<file path="src/rtl/draw_rectangle.sv">
// Streams the perimeter points of a rectangle: both vertical edges row by row, then both
// horizontal edges column by column. Define DRAW_RECTANGLE_RESTART_EN to let _start restart a run.
module draw_rectangle (
  input  logic        _clock,
  input  logic        _reset_n,
  input  logic        _start,
  input  logic [31:0] s_x,
  input  logic [31:0] s_y,
  input  logic [31:0] height,
  input  logic [31:0] width,
  output logic [31:0] _out0,
  output logic [31:0] _out1,
  output logic        _valid,
  output logic        _done
);

  typedef enum logic [1:0] {StIdle, StVert, StHorz} state_e;

`ifdef DRAW_RECTANGLE_RESTART_EN
  localparam bit RestartEn = 1'b1;
`else
  localparam bit RestartEn = 1'b0;
`endif

  state_e      state_q, state_d;
  logic [31:0] i_q, i_d;
  // Selects which of the two points for the current i is emitted next.
  logic        side_q, side_d;
  logic [31:0] sx_q, sx_d;
  logic [31:0] sy_q, sy_d;
  logic [31:0] h_q, h_d;
  logic [31:0] w_q, w_d;
  logic [31:0] out0_q, out0_d;
  logic [31:0] out1_q, out1_d;
  logic        valid_q, valid_d;
  logic        done_q, done_d;
  logic        take_start;

  assign take_start = _start && ((state_q == StIdle) || RestartEn);

  always_comb begin
    state_d = state_q;
    i_d     = i_q;
    side_d  = side_q;
    sx_d    = sx_q;
    sy_d    = sy_q;
    h_d     = h_q;
    w_d     = w_q;
    out0_d  = out0_q;
    out1_d  = out1_q;
    valid_d = 1'b0;
    done_d  = 1'b1;

    if (take_start) begin
      sx_d = s_x;
      sy_d = s_y;
      h_d  = height;
      w_d  = width;
      i_d  = '0;
      if ((height != '0) && (width != '0)) begin
        // First point goes out straight from the inputs so it is valid one cycle after start.
        out0_d  = s_x;
        out1_d  = s_y;
        valid_d = 1'b1;
        done_d  = 1'b0;
        state_d = StVert;
        side_d  = 1'b1;
      end else begin
        state_d = StIdle;
        side_d  = 1'b0;
      end
    end else begin
      case (state_q)
        StIdle: ;
        StVert: begin
          valid_d = 1'b1;
          done_d  = 1'b0;
          out0_d  = side_q ? (sx_q + w_q - 32'd1) : sx_q;
          out1_d  = sy_q + i_q;
          if (side_q) begin
            side_d = 1'b0;
            if (i_q == h_q - 32'd1) begin
              state_d = StHorz;
              i_d     = '0;
            end else begin
              i_d = i_q + 32'd1;
            end
          end else begin
            side_d = 1'b1;
          end
        end
        StHorz: begin
          valid_d = 1'b1;
          done_d  = 1'b0;
          out0_d  = sx_q + i_q;
          out1_d  = side_q ? (sy_q + h_q - 32'd1) : sy_q;
          if (side_q) begin
            side_d = 1'b0;
            if (i_q == w_q - 32'd1) begin
              state_d = StIdle;
              i_d     = '0;
            end else begin
              i_d = i_q + 32'd1;
            end
          end else begin
            side_d = 1'b1;
          end
        end
        default: begin
          state_d = StIdle;
          i_d     = '0;
          side_d  = 1'b0;
        end
      endcase
    end
  end

  always_ff @(posedge _clock) begin
    if (!_reset_n) begin
      state_q <= StIdle;
      i_q     <= '0;
      side_q  <= 1'b0;
      sx_q    <= '0;
      sy_q    <= '0;
      h_q     <= '0;
      w_q     <= '0;
      out0_q  <= '0;
      out1_q  <= '0;
      valid_q <= 1'b0;
      done_q  <= 1'b1;
    end else begin
      state_q <= state_d;
      i_q     <= i_d;
      side_q  <= side_d;
      sx_q    <= sx_d;
      sy_q    <= sy_d;
      h_q     <= h_d;
      w_q     <= w_d;
      out0_q  <= out0_d;
      out1_q  <= out1_d;
      valid_q <= valid_d;
      done_q  <= done_d;
    end
  end

  assign _out0  = out0_q;
  assign _out1  = out1_q;
  assign _valid = valid_q;
  assign _done  = done_q;

endmodule

</file>
<file path="config.mk">
export PLATFORM = sky130hd
export DESIGN_NAME = draw_rectangle
export DESIGN_NICKNAME = d
export VERILOG_FILES = /design/src/rtl/draw_rectangle.sv
export SDC_FILE = /design/constraint.sdc
export NUM_CORES = 1
export LEC_CHECK = 0
export ABC_AREA = 1
export CAP_MARGIN = 0
export CORE_MARGIN = 3
export CORE_UTILIZATION = 45
export DETAILED_ROUTE_END_ITERATION = 10
export PLACE_DENSITY = 0.68
export SETUP_SLACK_MARGIN = 0.15
export SLEW_MARGIN = 25
export SYNTH_ARGS = -nofsm -noshare
export SYNTH_HDL_FRONTEND = slang
export SYNTH_SLANG_ARGS = --single-unit
export TNS_END_PERCENT = 50
</file>
<file path="constraint.sdc">
create_clock -name _clock -period 3.3 [get_ports _clock]
set_input_delay 0.66 -clock _clock [delete_from_list [all_inputs] [get_ports _clock]]
set_output_delay 0.66 -clock _clock [all_outputs]
set_load 0.1 [all_outputs]
</file>
==> impl_metrics.csv <==
group,metric,value,unit
yosys,ys_warn_count,0,
sta,grt_setup_unrepaired,"yes",
worst_setup_path,end_kind,"register",
yosys,synthCells,3511,
sta,finalHoldViolCount,0,
run,maxCapViolations,0,
global_routing,grt_pass1_vias,22100,
global_routing,antenna_found_initial,1,
sta,setup_viol,0,
routing,vias,24700,
floorplanning,coreArea,0.0471,mm²
sta,hold_slack,0.515,ns
yosys,synth-seq-cells,229,
sta,fin_skew,0.0176,ns
power,power_switching,0.0136,W
placed_design,place_congestion,1.03,
global_routing,grt_remaining_overflow,0,
finish,multiInputGateArea,0.0148,mm²
yosys,syn_nets,3836,
yosys,ys_seq_area_frac,0.211,
global_routing,grt_usage,0.339,
power,cellLeakagePower,12.1,nW
floorplanning,dieArea,0.0510,mm²
routing,drt_iter0_drc,3119,
floorplanning,die_w,226,µm
yosys,synth.most_common_cell,"nand2_1",
worst_setup_path,required,3.77,ns
routing,antenna_left,0,
sta,slew_viol_final,0,
placed_design,placement.io_buffers,196,
routing,drc,0,
worst_setup_path,worst_setup_path_start_kind,"register",
clocking,path_clk_slew,0.06,ns
floorplanning,floorplan.initialDensity,0.461,
yosys,syn_avg_cell_area,6.19,µm²
worst_setup_path,r2r_setup_slack,0.27,ns
floorplanning,row_count,79,
yosys,synth_cell_types,57,
placed_design,dp_hpwl,71200,µm
sta,relSlewSlack,0.376,
status,status,"completed",
yosys,synth_area,0.0217,mm²
power,p_comb_frac,0.694,
yosys,synth_edf_count,0,
worst_setup_path,critPathLaunch,"h_q[9]$_SDFFE_PN0P_",
finish,drive_gt1_frac,0.0877,
power,power_frac_seq,0.172,
clocking,root_buffer,"clkbuf_16",
routing,wl,89400,µm
finish,fin_cells,4326,
finish,area_delta_synth_final,18.1,%
yosys,ys_top_cells_by_area,"dfxtp_1 21%, nand2_1 12%, ha_1 11%, a21oi_1 9.3%, inv_1 8.7%",
clocking,worstSkewPairLatency,0.59,ns
worst_setup_path,reg2reg_to,"_out1[30]$_SDFFE_PN0P_",
clocking,cts.sink_count,229,
yosys,synth_flop_cell,"dfxtp_1",
routing,post_drt_wl_per_cell,20.7,µm
floorplanning,die_h,226,µm
sta,fin_crit_sh,0.919,
power,clock_power_share,0.134,
placed_design,placed_cell_area,0.0247,mm²
routing,via_per_inst,5.72,
finish,nFillCells,4856,
power,internal_power,0.0102,W
finish,seqCellArea,0.00459,mm²
power,power_density,928,mW/mm²
worst_hold_path,holdPathStages,2,
worst_setup_path,ff2ff_path_depth,19,
sta,setup_tns,0,ns
yosys,yosys.area.top_type,"dfxtp_1",
clocking,clockBufferDepth,3,
yosys,synth_common_cells,"701 x nand2_1, 506 x inv_1, 406 x a21oi_1",
worst_hold_path,min-delay-start,"_out0[1]$_SDFFE_PN0P_",
routing,firstDrtPassIters,6,
placed_design,placed_cells,4278,
worst_setup_path,worstPathArrival,3.50,ns
worst_setup_path,path_class,"register to register",
clocking,cts_buffers,29,
yosys,yosysTopAreaCellShare,0.211,
yosys,async_flop_share,0,
floorplanning,io-pin-count,197,
clocking,htreeDepth,1,
worst_setup_path,r2r-start,"h_q[9]$_SDFFE_PN0P_",
clocking,cts_tree,"done",
sta,clock.fmax,330,MHz
power,switching_share,0.571,
power,ir_worst_vdd,0.914,mV
sta,worst_slew_pin_slew,0.936,ns
finish,antenna_cells,0,
worst_hold_path,min_path_type,"register to register",
worst_setup_path,crit_fanout,5,
global_routing,grt_max_degree,93,
global_routing,grt_pass1_wl,133000,µm
worst_setup_path,cp-endpoint,"_out1[30]$_SDFFE_PN0P_",
finish,design_area,0.0257,mm²
finish,nets,4028,
sta,timing.final.crit_period,3.03,ns
## power by group through the flow
stage                     Clock [W]  Combinational, W  Sequential (W)
after CTS                   0.00323            0.0160         0.00406
after global routing        0.00333            0.0179         0.00415
after floorplan                   0           0.00903         0.00638
after detailed placement          0            0.0159         0.00411
final                       0.00320            0.0166         0.00409
after global placement            0            0.0159         0.00412
## registers in the layout, indices dropped and copies added (netlist names), 2 cells and up
register,count
_out0,32
_out1,32
h_q,32
i_q,32
sx_q,32
sy_q,32
w_q,32
state_q,2
## placed cells by master, fill, tap and decap left out, types with 27 or more instances in the layout
| cell | n |
|---|---|
| nand3_1 | 172 |
| o22ai_1 | 28 |
| nand2_1 | 694 |
| clkdlybuf4s50_1 | 129 |
| ha_1 | 187 |
| buf_4 | 161 |
| inv_1 | 501 |
| nor3_1 | 28 |
| dfxtp_1 | 224 |
| nand4_1 | 45 |
| o21ai_0 | 334 |
| xnor2_1 | 45 |
| a31oi_1 | 37 |
| a21oi_1 | 398 |
| clkbuf_16 | 29 |
| nor4_1 | 27 |
| nor2_1 | 315 |
| xor2_1 | 117 |
## area by class of cell
cell class                      instances  area share
Clock buffer                           43      0.0334
Clock inverter                          4     0.00214
Inverter                              512      0.0749
Multi-Input combinational cell       2631       0.576
Sequential cell                       229       0.179
Tap cell                              607      0.0296
Timing Repair Buffer                  300       0.105
## cells by family after synthesis
group                    count (synthesis)  share of synthesized area
buffers and inverters                  651                      0.114
XOR/XNOR                               164                     0.0667
AND/OR/NAND/NOR                       1377                      0.276
AO/OA/AOI/OAI                          896                      0.219
flip-flops                             229                      0.211
adder cells (fa/ha/maj)                194                      0.113
## worst max-delay path, stage by stage (launching register included)
cell and delay [ns]:
dfxtp_1 0.43, inv_1 0.15, ha_1 0.30, inv_1 0.04, ha_1 0.35, a21oi_1 0.22
inv_1 0.07, a31oi_1 0.17, o21ai_2 0.12, nand2_1 0.07, nand2_1 0.09, nand3_1 0.09
nand2_1 0.10, nand2_1 0.07, nand2_1 0.04, o21ai_0 0.20, buf_4 0.17, o21ai_0 0.08
nand2_1 0.07, a21oi_1 0.07
## through the flow
| step | utilization | setup slack, ns | total power (W) |
|---|---|---|---|
| floorplan | - | 0.472 | 0.0154 |
| global placement | 0.523 | 0.143 | 0.0200 |
| detailed placement | 0.523 | 0.0662 | 0.0200 |
| CTS | 0.542 | 0.135 | 0.0233 |
| global route | 0.545 | 0.0844 | 0.0254 |
| finish | 0.545 | 0.269 | 0.0238 |
## timing repair
item	CTS	global route
pin swaps	0	5
gates resized for setup	1	44
endpoints found under the hold margin	0	0
setup buffers	0	1
hold buffers	0	0
setup endpoints to repair	4	43
## worst min path at each step
| stage | end | slack (ns) |
|---|---|---|
| final | _out0[1]$_SDFFE_PN0P_ | 0.52 |
| after global routing | sx_q[3]$_SDFFE_PN0P_ | 0.55 |
| after CTS | sx_q[3]$_SDFFE_PN0P_ | 0.52 |
| after detailed placement | _out0[0]$_SDFFE_PN0P_ | 0.51 |
| after global placement | sx_q[3]$_SDFFE_PN0P_ | 0.50 |
| after floorplan | w_q[30]$_SDFFE_PN0P_ | 0.48 |
## layer usage
layer	global-route usage	vias to the layer above	share of wire
met4	0.0992	2	0.033
met5	0	-	0.00012
met1	0.503	11500	0.45
met3	0.0458	145	0.097
met2	0.510	1149	0.42
li1	-	12000	-
No activity file was read; power rests on OpenSTA's default activity.
